--- config.mk ---
export PLATFORM = sky130hd
export DESIGN_NAME = pipe_ctrl
export DESIGN_NICKNAME = d
export VERILOG_FILES = /design/src/rtl/pipe_ctrl_pkg.sv /design/src/rtl/pipe_ctrl_hazard_detect.sv /design/src/rtl/pipe_ctrl.sv
export SDC_FILE = /design/constraint.sdc
export NUM_CORES = 1
export LEC_CHECK = 0
export CORE_MARGIN = 2
export CORE_UTILIZATION = 25
export CTS_CLUSTER_DIAMETER = 40
export DETAILED_ROUTE_END_ITERATION = 10
export DONT_BUFFER_PORTS = 1
export PLACE_DENSITY_LB_ADDON = 0.08
export SLEW_MARGIN = 20
export SYNTH_ARGS = -nofsm -noshare
export SYNTH_HDL_FRONTEND = slang
export SYNTH_SLANG_ARGS = --single-unit
export TNS_END_PERCENT = 5
--- constraint.sdc ---
create_clock -name clk -period 2.8 [get_ports clk]
set_input_delay 0.7 -clock clk [delete_from_list [all_inputs] [get_ports clk]]
set_output_delay 0.7 -clock clk [all_outputs]
set_load 0.01 [all_outputs]
--- src/rtl/pipe_ctrl_pkg.sv ---
// Shared encodings for the pipeline hazard controller: FSM states and the NOP word
// that pipeline registers load when flushed.
package pipe_ctrl_pkg;

   localparam logic [1:0] PC_RUN   = 2'd0;
   localparam logic [1:0] PC_FLUSH = 2'd1;
   localparam logic [1:0] PC_BUSY  = 2'd2;

   localparam logic [31:0] INST_NOP = 32'h0000_0013;

   localparam int unsigned FLUSH_CNT_W = 4;

endpackage

--- src/rtl/pipe_ctrl_hazard_detect.sv ---
// Combinational load-use comparator: flags an ID source register that matches the
// destination of a load currently in EX (x0 never hazards).
module pipe_ctrl_hazard_detect (
   input  logic [4:0] id_rs1_addr,
   input  logic [4:0] id_rs2_addr,
   input  logic       id_rs1_use,
   input  logic       id_rs2_use,
   input  logic [4:0] ex_rd_addr,
   input  logic       ex_reg_wen,
   input  logic       ex_is_load,
   output logic       load_use
);

   logic ex_load_wr;
   logic rs1_hit;
   logic rs2_hit;

   assign ex_load_wr = ex_is_load & ex_reg_wen & (ex_rd_addr != 5'd0);
   assign rs1_hit    = id_rs1_use & (id_rs1_addr == ex_rd_addr);
   assign rs2_hit    = id_rs2_use & (id_rs2_addr == ex_rd_addr);
   assign load_use   = ex_load_wr & (rs1_hit | rs2_hit);

endmodule

--- src/rtl/pipe_ctrl.sv ---
// Pipeline hazard controller: prioritises EX busy, taken jumps, post-jump flush and
// load-use into hold/flush/redirect controls, and counts stall and jump events.
//
// state    | meaning
// PC_RUN   | normal issue, load-use checked
// PC_FLUSH | IF/ID flushed while the jump target refetches, count = cycles left
// PC_BUSY  | EX multi-cycle unit stalls everything; saved_q holds the state to resume
module pipe_ctrl
   import pipe_ctrl_pkg::*;
#(
   parameter int unsigned FLUSH_CYCLES = 2
) (
   input  logic        clk,
   input  logic        rst,
   input  logic [4:0]  id_rs1_addr,
   input  logic [4:0]  id_rs2_addr,
   input  logic        id_rs1_use,
   input  logic        id_rs2_use,
   input  logic [4:0]  ex_rd_addr,
   input  logic        ex_reg_wen,
   input  logic        ex_is_load,
   input  logic        ex_jump_en,
   input  logic [31:0] ex_jump_addr,
   input  logic        ex_busy,
   output logic        hold_pc,
   output logic        hold_if_id,
   output logic        hold_id_ex,
   output logic        flush_if_id,
   output logic        flush_id_ex,
   output logic        pc_redirect_en,
   output logic [31:0] pc_redirect_addr,
   output logic [31:0] perf_stall_cnt,
   output logic [31:0] perf_flush_cnt
);

   localparam logic [FLUSH_CNT_W-1:0] FLUSH_LOAD = FLUSH_CNT_W'(FLUSH_CYCLES - 1);

   logic [1:0]             state_q, state_d, saved_q, saved_d, eff_state;
   logic [FLUSH_CNT_W-1:0] cnt_q, cnt_d;
   logic                   load_use;
   logic                   jump_acc;
   logic                   stall_evt;
   logic [31:0]            stall_cnt_q, flush_cnt_q;

   pipe_ctrl_hazard_detect u_hazard_detect (
      .id_rs1_addr (id_rs1_addr),
      .id_rs2_addr (id_rs2_addr),
      .id_rs1_use  (id_rs1_use),
      .id_rs2_use  (id_rs2_use),
      .ex_rd_addr  (ex_rd_addr),
      .ex_reg_wen  (ex_reg_wen),
      .ex_is_load  (ex_is_load),
      .load_use    (load_use)
   );

   // Leaving BUSY behaves exactly like the state that was interrupted.
   assign eff_state = (state_q == PC_BUSY) ? saved_q : state_q;

   always_comb begin
      hold_pc          = 1'b0;
      hold_if_id       = 1'b0;
      hold_id_ex       = 1'b0;
      flush_if_id      = 1'b0;
      flush_id_ex      = 1'b0;
      pc_redirect_en   = 1'b0;
      pc_redirect_addr = 32'd0;
      jump_acc         = 1'b0;
      state_d          = state_q;
      saved_d          = saved_q;
      cnt_d            = cnt_q;

      if (ex_busy) begin
         hold_pc    = 1'b1;
         hold_if_id = 1'b1;
         hold_id_ex = 1'b1;
         state_d    = PC_BUSY;
         if (state_q != PC_BUSY) saved_d = state_q;
      end else if (ex_jump_en) begin
         jump_acc         = 1'b1;
         flush_if_id      = 1'b1;
         flush_id_ex      = 1'b1;
         pc_redirect_en   = 1'b1;
         pc_redirect_addr = ex_jump_addr;
         if (FLUSH_CYCLES > 1) begin
            state_d = PC_FLUSH;
            cnt_d   = FLUSH_LOAD;
         end else begin
            state_d = PC_RUN;
            cnt_d   = '0;
         end
      end else if (eff_state == PC_FLUSH) begin
         flush_if_id = 1'b1;
         if (cnt_q <= FLUSH_CNT_W'(1)) begin
            state_d = PC_RUN;
            cnt_d   = '0;
         end else begin
            state_d = PC_FLUSH;
            cnt_d   = cnt_q - FLUSH_CNT_W'(1);
         end
      end else begin
         state_d = PC_RUN;
         if (load_use) begin
            hold_pc     = 1'b1;
            hold_if_id  = 1'b1;
            flush_id_ex = 1'b1;
         end
      end

      // In reset the pipeline registers are held at NOP and nothing redirects.
      if (!rst) begin
         hold_pc          = 1'b0;
         hold_if_id       = 1'b0;
         hold_id_ex       = 1'b0;
         flush_if_id      = 1'b1;
         flush_id_ex      = 1'b1;
         pc_redirect_en   = 1'b0;
         pc_redirect_addr = 32'd0;
      end
   end

   assign stall_evt = hold_pc | hold_if_id | hold_id_ex;

   always_ff @(posedge clk or negedge rst) begin
      if (!rst) begin
         state_q     <= PC_RUN;
         saved_q     <= PC_RUN;
         cnt_q       <= '0;
         stall_cnt_q <= 32'd0;
         flush_cnt_q <= 32'd0;
      end else begin
         state_q <= state_d;
         saved_q <= saved_d;
         cnt_q   <= cnt_d;
         if (stall_evt) stall_cnt_q <= stall_cnt_q + 32'd1;
         if (jump_acc)  flush_cnt_q <= flush_cnt_q + 32'd1;
      end
   end

   assign perf_stall_cnt = stall_cnt_q;
   assign perf_flush_cnt = flush_cnt_q;

endmodule

-- Yosys cells after proc, flatten, opt, wreduce, memory -nomap -nowiden
Cells that the tools add are included.
- word-level logic and storage cells: 54
- input port bits: 55
- output and inout port bits: 102
- bits in registers: 72
- $lt $le $gt $ge: 1
- equal/unequal tests: 5
- bitwise operators: 8
- reductions and logical operators: 4
- multiplexer cells: 28
- add/subtract/negate cells: 3
- operators with widths (kind ; number):
    32-bit two-way mux ; 3
    32-bit by 1-bit adder with 32-bit output, second input constant ; 2
    1-bit two-way mux ; 18
    4-bit two-way mux ; 3
    5-bit equality test ; 2
    2-bit two-way mux ; 4
    1-bit bitwise AND ; 5
    5-bit nonzero test ; 1
    4-bit by 1-bit <= comparator with 1-bit output, second input constant ; 1
    2-bit AND reduction ; 2
    4-bit by 1-bit subtractor with 4-bit output, second input constant ; 1
    2-bit by 1-bit equality test with 1-bit output, second input constant ; 1
    2-bit equality test, second input constant ; 1
    2-bit != test, second input constant ; 1
    1-bit bitwise OR ; 2
    2-bit nonzero test ; 1
    1-bit NOT ; 1

-- Depth between registers and ports, before layout
Gate-level depths: netlist of the first run.
- depth in word-level cells: 10
- gate-level depth with buffers: 7
- depth with buffers taken out: 7

-- By module
Synthesis of the first run repeated with hierarchy kept, for this count alone.
- cell total of the unflattened synthesis: 361
- area total of the unflattened synthesis: 3703.6 um^2
- by module, submodules not included (module ; cells each ; sequential area each (um^2) ; instances ; area each (um^2)):
    pipe_ctrl ; 344 ; 1801.7 ; 1 ; 3568.4
    pipe_ctrl_hazard_detect ; 17 ; 0.0 ; 1 ; 135.1

-- Worst setup path after synthesis of the first run
Ideal clock, no wire load.
- kind: input to output
- start point: in ex_rd_addr[0]
- end point: out hold_pc
- data required time: 2.100 ns
- setup slack: 0.081 ns
- arrival: 2.019 ns
- stages: 6
- buffers on the path: 1
- cell sequence: or4_1 -> o211ai_2 -> nor4_4 -> a21oi_4 -> inv_2 -> buf_4
- word-level cells in the longest chain between the ends: 9
- elaborated cells between the ends (all ways): 13
- those cells by class: eq/ne: 2; mux: 5; bitwise: 5; reduce/logical: 1
- RTL lines (item ; RTL line ; text):
    start, declared ; pipe_ctrl.sv:19 ; input logic [4:0] ex_rd_addr,
    5-bit equality test (on tied branches) ; pipe_ctrl_hazard_detect.sv:19, pipe_ctrl_hazard_detect.sv:20 ;
    1-bit bitwise AND (on tied branches) ; pipe_ctrl_hazard_detect.sv:19, pipe_ctrl_hazard_detect.sv:20 ;
    1-bit bitwise OR ; pipe_ctrl_hazard_detect.sv:21 ; assign load_use = ex_load_wr & (rs1_hit | rs2_hit);
    1-bit bitwise AND * ; pipe_ctrl_hazard_detect.sv:21 ;
    1-bit two-way mux * (5 in series) ; - ;
    end, declared ; pipe_ctrl.sv:25 ; output logic hold_pc,
Every way passes the cells marked *; elsewhere a longest branch is shown, timed or not.

-- Worst setup path after layout of the first run
- start point: in ex_rd_addr[0]
- end point: out hold_if_id
- word-level cells in the longest chain between the ends: 9
- elaborated cells between the ends (all ways): 13
- those cells by class: eq/ne: 2; mux: 5; bitwise: 5; reduce/logical: 1
- RTL lines (item ; RTL line ; text):
    5-bit equality test (on tied branches) ; pipe_ctrl_hazard_detect.sv:19, pipe_ctrl_hazard_detect.sv:20 ;
    1-bit bitwise AND (on tied branches) ; pipe_ctrl_hazard_detect.sv:19, pipe_ctrl_hazard_detect.sv:20 ;
    1-bit bitwise OR ; pipe_ctrl_hazard_detect.sv:21 ;
    1-bit bitwise AND * ; pipe_ctrl_hazard_detect.sv:21 ;
    1-bit two-way mux * ; pipe_ctrl.sv:102 ; if (load_use) begin
    1-bit two-way mux * ; pipe_ctrl.sv:91 ; end else if (eff_state == PC_FLUSH) begin
    1-bit two-way mux * ; pipe_ctrl.sv:78 ; end else if (ex_jump_en) begin
    1-bit two-way mux * ; pipe_ctrl.sv:72 ; if (ex_busy) begin
    1-bit two-way mux * ; pipe_ctrl.sv:110 ; if (!rst) begin
    end, declared ; pipe_ctrl.sv:26 ; output logic hold_if_id,
Marks and branches as above.

==> results.toml, run 1 <==
[status]
outcome = "finished clean"

[yosys]
yosys_warnings = 0
synth_edf_count = 0
synth_cells = 365
yosysMostFrequentCell = "dfrtp_1"
synth_top_area_share_pct = 48.58
seq_area_frac_synth_pct = 48.58
synth.area.top_cells = "dfrtp_1 (49%), xnor2_1 (9.4%), and3_1 (7.9%)"
ys_ff_latch = 72
async_reset_ff_share_pct = 100.0
synth-main-ff-cell = "dfrtp_1"
syn_avg_cell_area_um2 = 10.16
synth_area_leader_cell = "dfrtp_1"
synth_area_um2 = 3709
synth_common_cells = "dfrtp_1 (72), and3_1 (47), xnor2_1 (40), nand2_1 (37), xor2_1 (32)"
synth_cell_type_count = 41
synth_nets = 424

[worst_hold_path]
hp-class = "in2async"

[clock_network]
post_cts_buffers = 0
cts_hold_buf = 0
clock_sinks = 72
clk_latency_ps = 340
htreeDepth = 3
cts_root_buf = "clkbuf_16"
cts_buffer_depth = 2
clk_pin_slew_ps = 60
cts.repair.resized = 0
cts_tree = "built"
cts_inserted_buffers = 9

[sta]
hold_ws_ps = 52.83
setup_tns_ps = 0
worst_slew_pin_slew_ps = 612.0
slew_violations = 0
min_period_over_period_pct = 92.68
relSlewSlack_pct = 59.11
setup_viol = 0
rsz0062_at_grt = "false"
hold_viol = 0
clock_skew_ps = 7.422
fmax_ghz = 0.3853
fin_crit_ps = 2595

[floorplan]
fp.dieH_um = 125.8
initial_utilization_pct = 25.52
top_level_ports = 157
rows = 44
die_w_um = 125.8
core_um2 = 14530
die_area_um2 = 15820

[routing]
routedWlPerCell_um = 16.38
avgViaCountPerCell = 4.842
wl_met1_mm = 4.115
drc = 0
routed_wl_mm = 9.040
wl_met2_mm = 4.227
top_layer = "met4"
drtAntennaViolNets = 0
firstDrtPassIters = 4
dr_total_vias = 2673
wl_met3_um = 583
drtIter0Drc = 133

[pwr]
power.internal_uw = 2031
p_sw_share_pct = 27.80
combPwrFrac_pct = 10.0
seqPwrFrac_pct = 48.2
p_leak_uw = 0.001953
power_density_nw_per_um2 = 672.7
power_switching_uw = 782.1
vdd.ir_drop.worst_mv = 0.2754
p_clk_share_pct = 41.7

[global_routing]
track_usage_pct = 11.60
grt_pass1_vias = 2729
gr-total-overflow = 0
grt_max_degree = 110
antenna_found_initial = 0
grt_first_pass_wirelength_mm = 14.67

[worst_setup_path]
crit_required_ps = 2100
regToRegSetupSlack_ps = 610
reg2reg_from = "perf_flush_cnt[0]"
startpoint_type = "input pin"
r2r_cells = 7
path_max_fanout = 11
r2r-end = "perf_flush_cnt[20]"
path_class = "in2out"
arrival_ps = 1900
cp-end-kind = "primary output"

[cells_and_area]
nNetsFinal = 422
syn2layout_area_growth_pct = 12.75
final_layout_size_suffix_gt1_share_pct = 7.065
n_antenna_cell = 0
fillerInstances = 1542

[placement]
numPortBuffers = 0
dp_hpwl_mm = 6.191
gp_congestion = 0.7301

[job]
maxCapViolations = 0
## kinds of logic (layout without fill, tap and decap cells)
| group | Yosys count | count (layout) | synth area share (%) |
|---|---|---|---|
| buffers and inverters | 23 | 26 | 2.935 |
| AND/OR/NAND/NOR | 175 | 175 | 26.55 |
| adder cells (fa/ha/maj) | 4 | 4 | 1.350 |
| XOR/XNOR | 72 | 72 | 17.00 |
| multiplexers | 1 | 1 | 0.3036 |
| flip-flops | 72 | 72 | 48.58 |
| AO/OA/AOI/OAI | 18 | 18 | 3.273 |
## registers in the layout (all words and copies together), names as in the netlist
| name | flops |
|---|---|
| perf_flush_cnt | 32 |
| state_q | 2 |
| perf_stall_cnt | 32 |
| saved_q | 2 |
| cnt_q | 4 |
## power by group through the flow
stage | Clock [µW] | Sequential, µW | Combinational, µW
4_1_cts | 1220 | 1360 | 286
5_1_grt | 1270 | 1380 | 334
6_report | 1170 | 1360 | 282
2_1_floorplan | 0 | 1330 | 254
3_5_place_dp | 0 | 1380 | 285
3_3_place_gp | 0 | 1380 | 282
## worst max-delay path: stages
cell and delay, ps:
or4_1 530, o211ai_2 240, nor4_4 60, a21oi_4 180, inv_2 170
## per-stage QoR
stage / total power (µW) / area (µm²) / instances / setup WS (ps) / util (%)
floorplan: 1586 / 3709 / 365 / 81.42 / -
global placement: 1661 / 3881 / 536 / 230.1 / 26.70
detailed placement: 1666 / 3881 / 536 / 197.5 / 26.70
CTS: 2872 / 4182 / 552 / 189.0 / 28.77
global route: 2985 / 4182 / 552 / 122.0 / 28.77
finish: 2813 / 4182 / 552 / 204.8 / 28.77
## placed cells by master, fill, tap and decap left out, drive strengths merged, types with 12 or more instances in the layout
cell type and count:
and3 47, clkbuf 13, dfrtp 72, nand2 37
nand3 18, nand4 17, nor2 14, nor4 12
xnor2 40, xor2 32
## metal layers
metal  vias to the layer above  global-route usage (%)
li1                       1277                       -
met1                      1291                   14.92
met2                        98                   18.06
met3                         7                   4.418
met4                         0                   3.749
met5                         -                       0
## area by class of cell
class                           count  area, µm²  share of cell area, %
Clock buffer                       13      260.3                  6.224
Clock inverter                      3      40.04                 0.9575
Inverter                            7      26.28                 0.6284
Multi-Input combinational cell    270       1800                  43.06
Sequential cell                    72       1802                  43.09
Tap cell                          184      230.2                  5.506
Timing Repair Buffer                3      22.52                 0.5386
## worst max-delay path by stage
stage          cells after the start     endpoint  slack [ps]           from
2_1_floorplan                      6      hold_pc          80  ex_rd_addr[0]
3_3_place_gp                       5   hold_if_id         230  ex_rd_addr[0]
3_5_place_dp                       5   hold_if_id         200  ex_rd_addr[0]
4_1_cts                            5   hold_if_id         190  ex_rd_addr[0]
5_1_grt                            4  flush_if_id         120     saved_q[0]
6_report                           5   hold_if_id         200  ex_rd_addr[0]
(Power assumes the default switching activity.)
==> run 2: changes to the inputs <==
- GPL_ROUTABILITY_DRIVEN: not set -> 0
- MAX_ROUTING_LAYER: not set -> met4
- SLEW_MARGIN: 20 -> 40
==> results.toml, run 2 (synthesis gave the netlist of run 1 again) <==
[status]
outcome = "finished clean"

[cells_and_area]
n_antenna_cell = 0
nNetsFinal = 422
fillerInstances = 1542
syn2layout_area_growth_pct = 12.75
finalNonFillerCells = 552
multi_input_area_um2 = 1800
mostFrequentLayoutCells = "dfrtp_1 (72), and3_1 (47), xnor2_1 (40)"
layout_commonest_cell = "dfrtp_1"
final_layout_size_suffix_gt1_share_pct = 7.065
fin_area_um2 = 4182
ff_latch_area_um2 = 1802

[placement]
pre_cts_slack_ps = 197.5
dp_cells = 536
dp_hpwl_mm = 6.191
numPortBuffers = 0
placed_area_um2 = 3881

[pwr]
power_uw = 2812
power_density_nw_per_um2 = 672.4
p_leak_uw = 0.001953
vdd.ir_drop.worst_mv = 0.2749

[global_routing]
gr-total-overflow = 0
grt_first_pass_wirelength_mm = 14.66
track_usage_pct = 11.89
grt_max_degree = 110
antenna_found_initial = 0
grt_pass1_vias = 2732

[routing]
dr_total_vias = 2676
firstDrtPassIters = 4
routedWlPerCell_um = 16.40
drc = 0
drtIter0Drc = 132
drtAntennaViolNets = 0
routed_wl_mm = 9.054
avgViaCountPerCell = 4.848

[clock_network]
clock_sinks = 72
post_cts_buffers = 0
cts_root_buf = "clkbuf_16"
cts.repair.resized = 0
cts_inserted_buffers = 9
cts_buffer_depth = 2
htreeDepth = 3
clk_latency_ps = 340
clk_pin_slew_ps = 60
cts_hold_buf = 0
cts_tree = "built"

[worst_setup_path]
cp_num_buf_inv = 1
path_max_fanout = 11
cp_cell_sequence = "or4_1 > o211ai_2 > nor4_4 > a21oi_4 > inv_2"
arrival_ps = 1890
startpoint_type = "input pin"
slowest_delay_ps = 530
crit_required_ps = 2100
cp-end-kind = "primary output"
crit_path_top_delay_cell = "or4_1"
path_class = "in2out"
critPathTopFamily = "simple AND/OR/NAND/NOR gates"

[floorplan]
initial_utilization_pct = 25.52
fp.dieH_um = 125.8
die_area_um2 = 15820
die_w_um = 125.8
core_um2 = 14530
top_level_ports = 157
rows = 44

[sta]
setup_tns_ps = 0
fmax_ghz = 0.3855
slew_violations = 0
setup_viol = 0
rsz0062_at_grt = "false"
worst_slew_pin_slew_ps = 612.5
relSlewSlack_pct = 59.08
clock_skew_ps = 7.093
hold_viol = 0
min_period_over_period_pct = 92.64
setup_slack_ps = 206.1
fin_crit_ps = 2594

[job]
maxCapViolations = 0

[worst_hold_path]
hp-class = "in2async"
run 2: cell counts in the layout (fill, tap and decap cells not counted):
No cell type changed its count.
run 2: cell type report:
| class | count | share of cell area, % |
|---|---|---|
| clock buffers | 13 | 6.224 |
| clock inverters | 3 | 0.9575 |
| inverters | 7 | 0.6284 |
| multi-input cells | 270 | 43.06 |
| flip-flops and latches | 72 | 43.09 |
| well taps | 184 | 5.506 |
| repair buffers | 3 | 0.5386 |
run 2: routing by layer:
layer	track usage, %	share of wire [%]	vias to the layer above
li1	-	-	1277
met1	15.05	46	1290
met2	18.06	46	100
met3	3.696	6.1	9
met4	4.137	1.5	0
met5	-	0	-
run 2: stage by stage:
step / hold slack [ps] / utilization (%)
after floorplan: 404.4 / -
after global placement: 406.5 / 26.70
after detailed placement: 406.7 / 26.70
after CTS: 39.01 / 28.77
after global routing: 31.63 / 28.77
final: 53.30 / 28.77
run 2: path summary, 6_finish.rpt:
check	slack, ps	from	end	cells past startpoint
min in group clk	400	ex_busy	state_q[1]	0
max in group asynchronous	2570	rst	perf_flush_cnt[22]	0
worst min register to register	500	cnt_q[1]	cnt_q[1]	2
worst max-delay path	210	ex_rd_addr[0]	hold_if_id	5
worst max register to register	600	perf_flush_cnt[0]	perf_flush_cnt[20]	7
worst min-delay path	50	rst	perf_stall_cnt[19]	0
run 2: where the power goes:
group | switching, µW | internal (µW)
registers | 201 | 1160
clock network | 437 | 736
logic | 143 | 138
==> run 3: changes to the inputs <==
- CORE_MARGIN: 2 -> not set
- SLEW_MARGIN: 40 -> 20
==> results.toml, run 3 (synthesis gave the netlist of run 1 again) <==
[global_routing]
grt_max_degree = 110
grt_first_pass_wirelength_mm = 13.86
antenna_found_initial = 0
grt_pass1_vias = 2722
track_usage_pct = 12.54
gr-total-overflow = 0

[worst_setup_path]
path_max_fanout = 3
path_class = "in2out"
reg2reg_from = "perf_flush_cnt[0]"
cp_num_buf_inv = 1
arrival_ps = 1890
cp_cell_sequence = "or4_1 > o211ai_2 > nor4_4 > a21oi_4 > inv_2"
startpoint_type = "input pin"
cp-end-kind = "primary output"
slowest_delay_ps = 530
crit_path_top_delay_cell = "or4_1"
crit_required_ps = 2100
r2r_cells = 7
critPathTopFamily = "simple AND/OR/NAND/NOR gates"
regToRegSetupSlack_ps = 600
r2r-end = "perf_flush_cnt[20]"

[clock_network]
clk_latency_ps = 330
clk_pin_slew_ps = 60
htreeDepth = 3
cts_tree = "built"
cts_hold_buf = 0
cts_root_buf = "clkbuf_16"
cts_buffer_depth = 2
cts_inserted_buffers = 9
clock_sinks = 72
cts.repair.resized = 0
post_cts_buffers = 0

[routing]
drtAntennaViolNets = 0
routed_wl_mm = 9.051
drc = 0
dr_total_vias = 2722
routedWlPerCell_um = 16.34
firstDrtPassIters = 4
drtIter0Drc = 87
avgViaCountPerCell = 4.913

[sta]
worst_slew_pin_slew_ps = 619.8
slew_violations = 0
hold_ws_ps = 60.99
min_period_over_period_pct = 92.44
fmax_ghz = 0.3864
setup_slack_ps = 211.8
clock_skew_ps = 6.095
fin_crit_ps = 2588
setup_tns_ps = 0
setup_viol = 0
hold_viol = 0
rsz0062_at_grt = "false"
relSlewSlack_pct = 58.60

[cells_and_area]
layout_commonest_cell = "dfrtp_1"
n_antenna_cell = 0
final_layout_size_suffix_gt1_share_pct = 7.568
mostFrequentLayoutCells = "dfrtp_1 (72), and3_1 (47), xnor2_1 (40)"
fillerInstances = 1508
syn2layout_area_growth_pct = 12.79
fin_area_um2 = 4183
nNetsFinal = 424
finalNonFillerCells = 554

[placement]
pre_cts_slack_ps = 214.6
dp_cells = 538
dp_hpwl_mm = 6.268
placed_area_um2 = 3896
numPortBuffers = 0

[job]
maxCapViolations = 0

[pwr]
vdd.ir_drop.worst_mv = 0.2657
p_leak_uw = 0.001953
power_density_nw_per_um2 = 654.8

[floorplan]
top_level_ports = 157
die_area_um2 = 15330
fp.dieH_um = 123.8
rows = 44
initial_utilization_pct = 25.61
core_um2 = 14480
die_w_um = 123.8

[status]
outcome = "finished clean"

[worst_hold_path]
hp-class = "in2async"
-- run 3: cell types whose count changed in the layout (fill, tap and decap cells not counted) --
cell / change
buf_4: +2
clkinvlp_4: +1
clkbuf_8: +1
bufinv_16: -1
clkinv_2: -1
-- run 3: worst reg2reg max path, stage by stage (launching register included) --
cell,delay (ps)
dfrtp_1,490
ha_1,190
nand3b_1,150
nor4_2,490
and3_1,300
and3_1,220
nand3_1,100
xnor2_1,140
-- run 3: cell type report --
cell class | count | area [µm²] | area share [%]
multi-input cells | 270 | 1800 | 43.05
clock buffers | 14 | 274.0 | 6.551
clock inverters | 2 | 12.51 | 0.2991
flip-flops and latches | 72 | 1802 | 43.08
inverters | 7 | 26.28 | 0.6282
repair buffers | 5 | 37.54 | 0.8974
well taps | 184 | 230.2 | 5.504
-- run 3: worst max-delay path by stage --
stage | startpoint | end | slack (ps) | cells after the start
finish | ex_rd_addr[0] | hold_if_id | 210 | 5
global route | ex_rd_addr[0] | hold_if_id | 140 | 5
CTS | ex_rd_addr[0] | hold_if_id | 210 | 5
detailed placement | ex_rd_addr[0] | hold_if_id | 210 | 5
global placement | ex_rd_addr[0] | hold_if_id | 210 | 5
floorplan | ex_rd_addr[0] | hold_pc | 80 | 6
-- run 3: layer usage --
layer	GRT usage (%)	routed length, µm
met1	15.12	4166
met2	18.68	4045
met3	3.434	627
met4	7.380	211
met5	-	0
-- run 3: stage by stage --
| step | utilization (%) | total power, µW |
|---|---|---|
| final | 28.89 | 2739 |
| after global routing | 28.89 | 2912 |
| after CTS | 28.89 | 2808 |
| after detailed placement | 26.91 | 1669 |
| after global placement | 26.91 | 1660 |
| after floorplan | - | 1586 |
-- run 3: power by group --
| group | total, µW | internal (µW) | switching [µW] |
|---|---|---|---|
| registers | 1360 | 1160 | 202 |
| logic | 282 | 139 | 143 |
| clock network | 1100 | 672 | 428 |
| total | 2740 | 1970 | 772 |
